--- src/rtl/unified_memory_arbiter.sv ---
// Purpose: shares one single-port memory between instruction fetch and data load/store, with data priority and a fetch starvation guard.
// Latency: request sampled in cycle 0, mem_req from cycle 1 until mem_ack (cycle k), requester ack in cycle k+1; minimum 2 cycles.
// Backpressure: requesters hold their request until ack; stall_o freezes the pipeline while any request is unacknowledged.
module unified_memory_arbiter #(
   parameter int ADDR_WIDTH     = 32,
   parameter int DATA_WIDTH     = 32,
   parameter int STARVE_LIMIT   = 4,
   parameter int TIMEOUT_CYCLES = 255
) (
   input  logic                  i_clk,
   input  logic                  i_reset,
   input  logic                  i_if_req,
   input  logic [ADDR_WIDTH-1:0] i_if_addr,
   output logic                  o_if_ack,
   output logic [DATA_WIDTH-1:0] o_if_rdata,
   input  logic                  i_d_req,
   input  logic                  i_d_we,
   input  logic [ADDR_WIDTH-1:0] i_d_addr,
   input  logic [DATA_WIDTH-1:0] i_d_wdata,
   output logic                  o_d_ack,
   output logic [DATA_WIDTH-1:0] o_d_rdata,
   output logic                  o_mem_req,
   output logic                  o_mem_we,
   output logic [ADDR_WIDTH-1:0] o_mem_addr,
   output logic [DATA_WIDTH-1:0] o_mem_wdata,
   input  logic                  i_mem_ack,
   input  logic [DATA_WIDTH-1:0] i_mem_rdata,
   output logic                  o_stall,
   output logic                  o_err
);

   localparam int SW = $clog2(STARVE_LIMIT + 1);
   localparam int TW = (TIMEOUT_CYCLES > 1) ? $clog2(TIMEOUT_CYCLES) : 1;
   localparam logic [SW-1:0] STARVE_MAX = SW'(STARVE_LIMIT);
   localparam logic [TW-1:0] TCNT_LAST  = TW'(TIMEOUT_CYCLES - 1);

   typedef enum logic [1:0] {
      S_IDLE = 2'd0,
      S_BUSY = 2'd1,
      S_RESP = 2'd2
   } state_t;

   state_t                r_state;
   logic                  r_owner_d;      // 1: data port owns the current access
   logic [SW-1:0]         r_starve_cnt;
   logic [TW-1:0]         r_tcnt;
   logic                  r_mem_req;
   logic                  r_mem_we;
   logic [ADDR_WIDTH-1:0] r_mem_addr;
   logic [DATA_WIDTH-1:0] r_mem_wdata;
   logic                  r_if_ack;
   logic                  r_d_ack;
   logic [DATA_WIDTH-1:0] r_if_rdata;
   logic [DATA_WIDTH-1:0] r_d_rdata;
   logic                  r_err;

   logic                  w_starved;
   logic                  w_grant_d;

   // Fetch is forced only when it has been passed over STARVE_LIMIT times in a row
   assign w_starved = i_if_req & (r_starve_cnt == STARVE_MAX);
   assign w_grant_d = i_d_req & ~w_starved;

   // Arbitration FSM: IDLE picks a winner, BUSY waits for memory or timeout, RESP pulses the owner's ack
   always_ff @(posedge i_clk) begin
      if (i_reset) begin
         r_state      <= S_IDLE;
         r_owner_d    <= 1'b0;
         r_starve_cnt <= '0;
         r_tcnt       <= '0;
         r_mem_req    <= 1'b0;
         r_mem_we     <= 1'b0;
         r_mem_addr   <= '0;
         r_mem_wdata  <= '0;
         r_if_ack     <= 1'b0;
         r_d_ack      <= 1'b0;
         r_if_rdata   <= '0;
         r_d_rdata    <= '0;
         r_err        <= 1'b0;
      end else begin
         case (r_state)
            S_IDLE: begin
               if (i_d_req | i_if_req) begin
                  r_state   <= S_BUSY;
                  r_mem_req <= 1'b1;
                  r_tcnt    <= '0;
                  if (w_grant_d) begin
                     r_owner_d   <= 1'b1;
                     r_mem_we    <= i_d_we;
                     r_mem_addr  <= i_d_addr;
                     r_mem_wdata <= i_d_wdata;
                     // Only grants that actually pass over a waiting fetch count toward starvation
                     if (i_if_req && (r_starve_cnt != STARVE_MAX))
                        r_starve_cnt <= r_starve_cnt + SW'(1);
                  end else begin
                     r_owner_d    <= 1'b0;
                     r_mem_we     <= 1'b0;
                     r_mem_addr   <= i_if_addr;
                     r_mem_wdata  <= '0;
                     r_starve_cnt <= '0;
                  end
               end
            end
            S_BUSY: begin
               if (i_mem_ack) begin
                  r_state   <= S_RESP;
                  r_mem_req <= 1'b0;
                  if (r_owner_d) begin
                     r_d_ack <= 1'b1;
                     // Stores leave the last load data visible
                     if (!r_mem_we)
                        r_d_rdata <= i_mem_rdata;
                  end else begin
                     r_if_ack   <= 1'b1;
                     r_if_rdata <= i_mem_rdata;
                  end
               end else if (r_tcnt == TCNT_LAST) begin
                  // Memory never answered: complete the access as aborted with zero data
                  r_state   <= S_RESP;
                  r_mem_req <= 1'b0;
                  r_err     <= 1'b1;
                  if (r_owner_d) begin
                     r_d_ack   <= 1'b1;
                     r_d_rdata <= '0;
                  end else begin
                     r_if_ack   <= 1'b1;
                     r_if_rdata <= '0;
                  end
               end else begin
                  r_tcnt <= r_tcnt + TW'(1);
               end
            end
            S_RESP: begin
               r_if_ack <= 1'b0;
               r_d_ack  <= 1'b0;
               r_state  <= S_IDLE;
            end
            default: begin
               r_state <= S_IDLE;
            end
         endcase
      end
   end

   assign o_if_ack    = r_if_ack;
   assign o_if_rdata  = r_if_rdata;
   assign o_d_ack     = r_d_ack;
   assign o_d_rdata   = r_d_rdata;
   assign o_mem_req   = r_mem_req;
   assign o_mem_we    = r_mem_we;
   assign o_mem_addr  = r_mem_addr;
   assign o_mem_wdata = r_mem_wdata;
   assign o_err       = r_err;
   assign o_stall     = (i_if_req & ~r_if_ack) | (i_d_req & ~r_d_ack);

endmodule

--- config.mk ---
export PLATFORM = sky130hd
export DESIGN_NAME = unified_memory_arbiter
export DESIGN_NICKNAME = d
export VERILOG_FILES = /design/src/rtl/unified_memory_arbiter.sv
export SDC_FILE = /design/constraint.sdc
export NUM_CORES = 1
export LEC_CHECK = 0
export BUFFER_PORTS_ARGS = -buffer_cell sky130_fd_sc_hd__clkbuf_2
export CAP_MARGIN = 15
export CORE_ASPECT_RATIO = 0.9
export CORE_MARGIN = 2
export CORE_UTILIZATION = 42
export DETAILED_ROUTE_END_ITERATION = 12
export HOLD_SLACK_MARGIN = 0.02
export PLACE_DENSITY_LB_ADDON = 0.08
export REMOVE_ABC_BUFFERS = 1
export SLEW_MARGIN = 20
export SYNTH_ARGS = -nofsm -noshare
export SYNTH_HDL_FRONTEND = slang
export SYNTH_SLANG_ARGS = --single-unit
export TNS_END_PERCENT = 5
--- constraint.sdc ---
create_clock -name i_clk -period 2 [get_ports i_clk]
set_clock_uncertainty 0.15 [all_clocks]
set_input_delay 0.2 -clock i_clk [delete_from_list [all_inputs] [get_ports i_clk]]
set_output_delay 0.2 -clock i_clk [all_outputs]
set_load 0.05 [all_outputs]
==> results of run 1 <==
## state kept, by name, indices dropped and copies added (netlist names), 2 cells and up
register	flops
o_if_rdata	32
r_tcnt	8
r_state	2
o_d_rdata	32
o_mem_addr	32
r_starve_cnt	3
o_mem_wdata	32
## synthesized netlist by cell type, types with 3 or more instances
cell type	number
or3_1	3
inv_1	11
nand2_1	19
buf_2	6
a22oi_1	33
nor2_1	40
a31oi_1	12
a21oi_1	72
nand4_1	4
a22o_1	32
clkbuf_1	44
ha_1	7
nand3_1	39
mux2i_1	32
buf_4	3
or4_1	3
o21ai_0	70
dfxtp_1	147
nor3_1	3
## power groups by stage
stage	Clock, uW	Sequential [uW]	Combinational (uW)
CTS	2970	3230	1940
finish	2910	3240	1980
detailed placement	0	3290	1730
global route	3080	3250	2100
global placement	0	3290	1700
floorplan	0	3910	470
## kinds of logic (layout without fill, tap and decap cells)
logic type | count (synthesis) | after routing | synth area share, %
other | 0 | 1 | 0
flip-flops | 147 | 147 | 52.1
adder cells (fa/ha/maj) | 7 | 7 | 1.55
multiplexers | 32 | 32 | 5.67
AO/OA/AOI/OAI | 233 | 233 | 25.1
AND/OR/NAND/NOR | 124 | 124 | 10.6
buffers and inverters | 67 | 463 | 4.94
## tightest hold or removal path: cells and delay by family
kind | cells | cell delay [ns]
buf+inv | 1 | 0.18
simple gates | 1 | 0.17
compound gates | 1 | 0.07
## what timing repair did
item	CTS	global route
setup buffers	0	1
hold buffers	131	0
resized for setup	1	11
endpoints found under the hold margin	132	0
endpoints found under the setup margin	34	45
pin swaps	0	4
## metal layers
layer  wire (um)  part of all wire, %
met1        7900                   39
met2        9880                   49
met3        1270                  6.3
met4        1000                  5.0
met5           0                    0
## cell type report
cell class / count / area (um^2) / area share [%]
antenna: 1 / 2.50 / 0.0274
clock buffer: 24 / 492 / 5.38
clock inverter: 8 / 51.3 / 0.561
inverter: 11 / 45.0 / 0.493
multi-input combinational: 396 / 2490 / 27.3
sequential: 147 / 2950 / 32.2
tap: 168 / 210 / 2.30
timing repair buffer: 420 / 2900 / 31.7
## through the flow
step | worst slack (ns) | setup TNS [ns] | utilization, % | hold WS, ns
finish | 0.0726 | 0 | 68.9 | 0.0930
global route | -0.0218 | -0.0341 | 68.9 | 0.116
CTS | 0.0257 | 0 | 68.6 | 0.0752
detailed placement | -0.124 | -2.57 | 54.5 | 0.290
global placement | 0.0393 | 0 | 54.5 | 0.284
floorplan | -1.09 | -64.79 | - | 0.119
## final timing paths
| path | start | to | slack, ns | cells past startpoint |
|---|---|---|---|---|
| max | r_tcnt[0] | r_tcnt[6] | 0.07 | 6 |
| min | i_if_req | r_state[1] | 0.09 | 3 |
| min reg2reg | o_if_rdata[6] | o_if_rdata[6] | 0.32 | 2 |
| max reg2reg | r_tcnt[0] | r_tcnt[6] | 0.07 | 6 |
==> results.md, run 1 <==
* Largest net degree at the start of global routing at 78
* Initial antenna violation count at 0
* Top cells by area, synth: dfxtp_1 52%, a21oi_1 6.4%, o21ai_0 6.2%
* DRT Wirelength at 20.0 mm
* Remaining Overflow, GRT at 0
* Synth cell types at 42
* Yosys warning count at 0
* Fin. Hold Viols at 0
* Max Slew Vio Count at 0
* M2 GR Usage at 47.1%
* Via count at 6316
* CTS tree: yes
* Die outline area at 14400 um^2
* IO Count at 268
* Clock power frac at 35.8%
* Critical-path cell list: inv_1 -> ha_1 -> and3_1 -> a21o_4 -> or4b_1 -> a31oi_1
* Fmax at 519 MHz
* Final setup vio count at 0
* Fill count at 1026
* Leakage at 0.00413 uW
* Crit path max fanout at 7
* Clock transition at path regs at 0.06 ns
* Root Driver: clkbuf_16
* Drt via density at 5.38
* Vias in the first global route at 6481
* Status: finished, final reports clean
* Cell total after placement at 1010
* Final RePlAce weighted congestion at 0.868
* Clock Latency Late Sink at 0.42 ns
* Die Height at 114 um
* Max IR drop VDD at 0.000577 V
* Worst-margin pin slew at 0.689 ns
* Critical path buffers and inverters at 1
* WP data arrival at 2.12 ns
* Area Growth Syn to Fin at 61.8%
* HP Class: in2reg
* Initial Util at 42.6%
* Final nets at 1134
* Max clock buf depth at 2
* Clock sinks at 147
* Async set-reset flop share out of synthesis at 0%
* Most frequent cells in the layout: 266 x clkbuf_2, 145 x dfxtp_1, 131 x dlygate4sd3_1
* Most Crowded Layer GR: met2
* DRT iter0 DRCs at 284
* Crit path largest cell delay at 0.51 ns
* DRT Pass-1 Iters at 5
* Register area share after synthesis at 52.1%
* First-pass GRT wire length at 31.6 mm
* Slowest stage cell, crit path: or4b_1
* Synthesis-stage register bit count at 147
* Setup crit start kind: register
* Reg power frac at 39.8%
* Total power at 8130 uW
* Core area at 13300 um^2
* Fin area at 9140 um^2
* Post-Layout Cell Count at 1175
* Chip width at 126 um
* DRC viols at 0
* Avg Inst Size Synth at 9.26 um^2
* Net Sw Power at 2640 uW
* Net Sw Frac at 32.4%
* Total global routing track utilization at 27.3%
* Worst path required time at 2.20 ns
* Max Cap Violations at 0
* Pwr Density at 889 nW/um^2
* # port buffers at 267
* Met3 GRT Util at 7.79%
* Synthesized cell area at 5650 um^2
* Post-synth top area share at 52.1%
* RSZ-0062 raised after global routing: true
* CP delay by family, top: simple AND/OR/NAND/NOR gates
* Final Critical Period at 1.93 ns
* Grt met1 use at 30.2%
* Top FF cell, synth: dfxtp_1
* Placed cell area at 7230 um^2
* Number of synthesized flops with an enable pin at 0
* Commonest non-fill, non-tap cell in the layout: clkbuf_2
* Rel. slew slack at 54.0%
* Dominant cell type by area after synthesis: dfxtp_1
* Comb pwr share at 24.4%
* Row count at 40
* Number of buffers created by CTS at 17
* DPL Wire Length at 11.9 mm
* Crit Path Class: reg2reg
* Routed Antenna Nets at 0
* CP Capture Type: register
* Tcrit/Tclk final at 96.4%
* Share of post-route cells with drive strength above 1 at 33.2%
* WL/cell at 17.1 um
* H-tree depth at 4
* Int Power at 5490 uW
* Gate Count Post-Synth at 610
(Power assumes the default switching activity.)
==> run 2, diff against run 1 <==
Settings changed: HOLD_SLACK_MARGIN 0.02 to 0.1.
==> run 2 against run 1 <==
Net effect: via count increased by 0.62%; critical path type unchanged; die area unchanged; utilization increased by 0.15 points; largest cell class unchanged; clock-buffer cell count unchanged.
==> results.md, run 2 (synthesis results as in run 1) <==
* Max clock buf depth at 2
* DRT iter0 DRCs at 278
* Crit Path Class: reg2reg
* CTS tree: yes
* WL/cell at 17.1 um
* Initial Util at 42.6%
* # port buffers at 267
* Placed cell area at 7230 um^2
* DPL Wire Length at 11.9 mm
* Net Sw Frac at 32.5%
* Final nets at 1136
* Fin. Hold Viols at 0
* RSZ-0062 raised after global routing: true
* Status: finished, final reports clean
* Remaining Overflow, GRT at 0
* Reg-to-reg startpoint: r_state[0]
* R2r setup slk at 0.07 ns
* DRT Pass-1 Iters at 4
* Critical path buffers and inverters at 2
* Hold slack at 0.323 ns
* Max IR drop VDD at 0.000578 V
* CP delay by family, top: simple AND/OR/NAND/NOR gates
* Slowest stage cell, crit path: or4_4
* Leakage at 0.00414 uW
* Max Slew Vio Count at 0
* Hold Crit Start: o_d_rdata[21]
* DRC viols at 0
* Routed Antenna Nets at 0
* Comb pwr share at 24.4%
* Drt via density at 5.40
* Area Growth Syn to Fin at 62.2%
* Net Sw Power at 2640 uW
* Row count at 40
* Crit path largest cell delay at 0.51 ns
* Hold EP: o_d_rdata[21]
* IO Count at 268
* Most frequent cells in the layout: 266 x clkbuf_2, 145 x dfxtp_1, 133 x dlygate4sd3_1
* First-pass GRT wire length at 31.6 mm
* Setup crit start kind: register
* Final RePlAce weighted congestion at 0.868
* Worst path required time at 2.21 ns
* Commonest non-fill, non-tap cell in the layout: clkbuf_2
* R2R cell count at 7
* Core area at 13300 um^2
* Final Critical Period at 1.93 ns
* Total power at 8140 uW
* Die Height at 114 um
* Fin area at 9160 um^2
* Core Util, Final at 69.1%
* Final setup TNS at 0 ns
* Int Power at 5490 uW
* WHS Path Cells at 1
* DRT Wirelength at 20.1 mm
* H-tree depth at 4
* Critical-path cell list: inv_1 -> ha_1 -> or3b_2 -> o21ai_0 -> buf_4 -> or4_4 -> a21oi_2
* Worst-margin pin slew at 0.687 ns
* Initial antenna violation count at 0
* Max Cap Violations at 0
* Root Driver: clkbuf_16
* WP data arrival at 2.13 ns
* Clock Latency Late Sink at 0.42 ns
* Tcrit/Tclk final at 96.4%
* Pwr Density at 888 nW/um^2
* Clock transition at path regs at 0.06 ns
* Chip width at 126 um
* Largest net degree at the start of global routing at 78
* CP Capture Type: register
* Share of post-route cells with drive strength above 1 at 33.1%
* Crit path max fanout at 12
* Final setup vio count at 0
* Fmax at 519 MHz
* Rel. slew slack at 54.2%
* Clock power frac at 35.8%
* Reg power frac at 39.8%
* Number of buffers created by CTS at 17
* Reg2reg end: r_tcnt[7]
* HP Class: reg2reg
* Clock sinks at 147
* Vias in the first global route at 6488
* Via count at 6355
* Total global routing track utilization at 27.3%
* Die outline area at 14400 um^2
==> run 2: changes by cell type in the layout (fill, tap and decap cells not counted), sizes merged <==
| cell | before | now |
|---|---|---|
| dlygate4sd3 | 131 | 133 |
==> run 2: area by class of cell <==
| cell class | instances | area [um^2] |
|---|---|---|
| clock buffer | 24 | 492 |
| multi-input combinational | 396 | 2490 |
| clock inverter | 8 | 51.3 |
| timing repair buffer | 422 | 2920 |
| antenna | 1 | 2.50 |
| fill | 1025 | 4100 |
| inverter | 11 | 45.0 |
| tap | 168 | 210 |
| sequential | 147 | 2950 |
==> run 2: routing by layer <==
metal / global-route usage [%] / wire, um
met5: 0 / 0
met4: 16.1 / 983
met3: 7.69 / 1190
met2: 47.1 / 9910
met1: 30.3 / 8000
==> run 2: power by group through the flow <==
stage               Combinational [uW]  Clock (uW)  Sequential (uW)
floorplan                          470           0             3910
global placement                  1700           0             3290
detailed placement                1730           0             3290
CTS                               1940        2970             3230
global route                      2100        3080             3250
finish                            1990        2910             3240
==> run 2: timing repair <==
item / in CTS / in global routing
pin swaps: 0 / 4
hold endpoints to repair: 132 / 0
gates resized for setup: 1 / 11
setup endpoints to repair: 34 / 45
hold buffers: 133 / 0
setup buffers: 0 / 1
==> run 2: worst max-delay path by stage <==
stage | to | slack, ns | start | cells past startpoint
2_1_floorplan | o_d_rdata[0] | -1.09 | r_state[1] | 5
3_3_place_gp | o_mem_addr[13] | 0.04 | r_state[1] | 6
3_5_place_dp | o_mem_addr[23] | -0.12 | r_state[0] | 6
4_1_cts | r_tcnt[6] | 0.03 | r_tcnt[0] | 6
5_1_grt | r_tcnt[3] | -0.02 | r_state[0] | 7
6_report | r_tcnt[7] | 0.07 | r_state[0] | 7
==> run 2: metrics by stage <==
step	worst slack (ns)	cells
floorplan	-1.09	554
detailed placement	-0.124	1010
finish	0.0716	1177
global placement	0.0393	1010
CTS	0.0257	1175
global route	-0.0218	1176
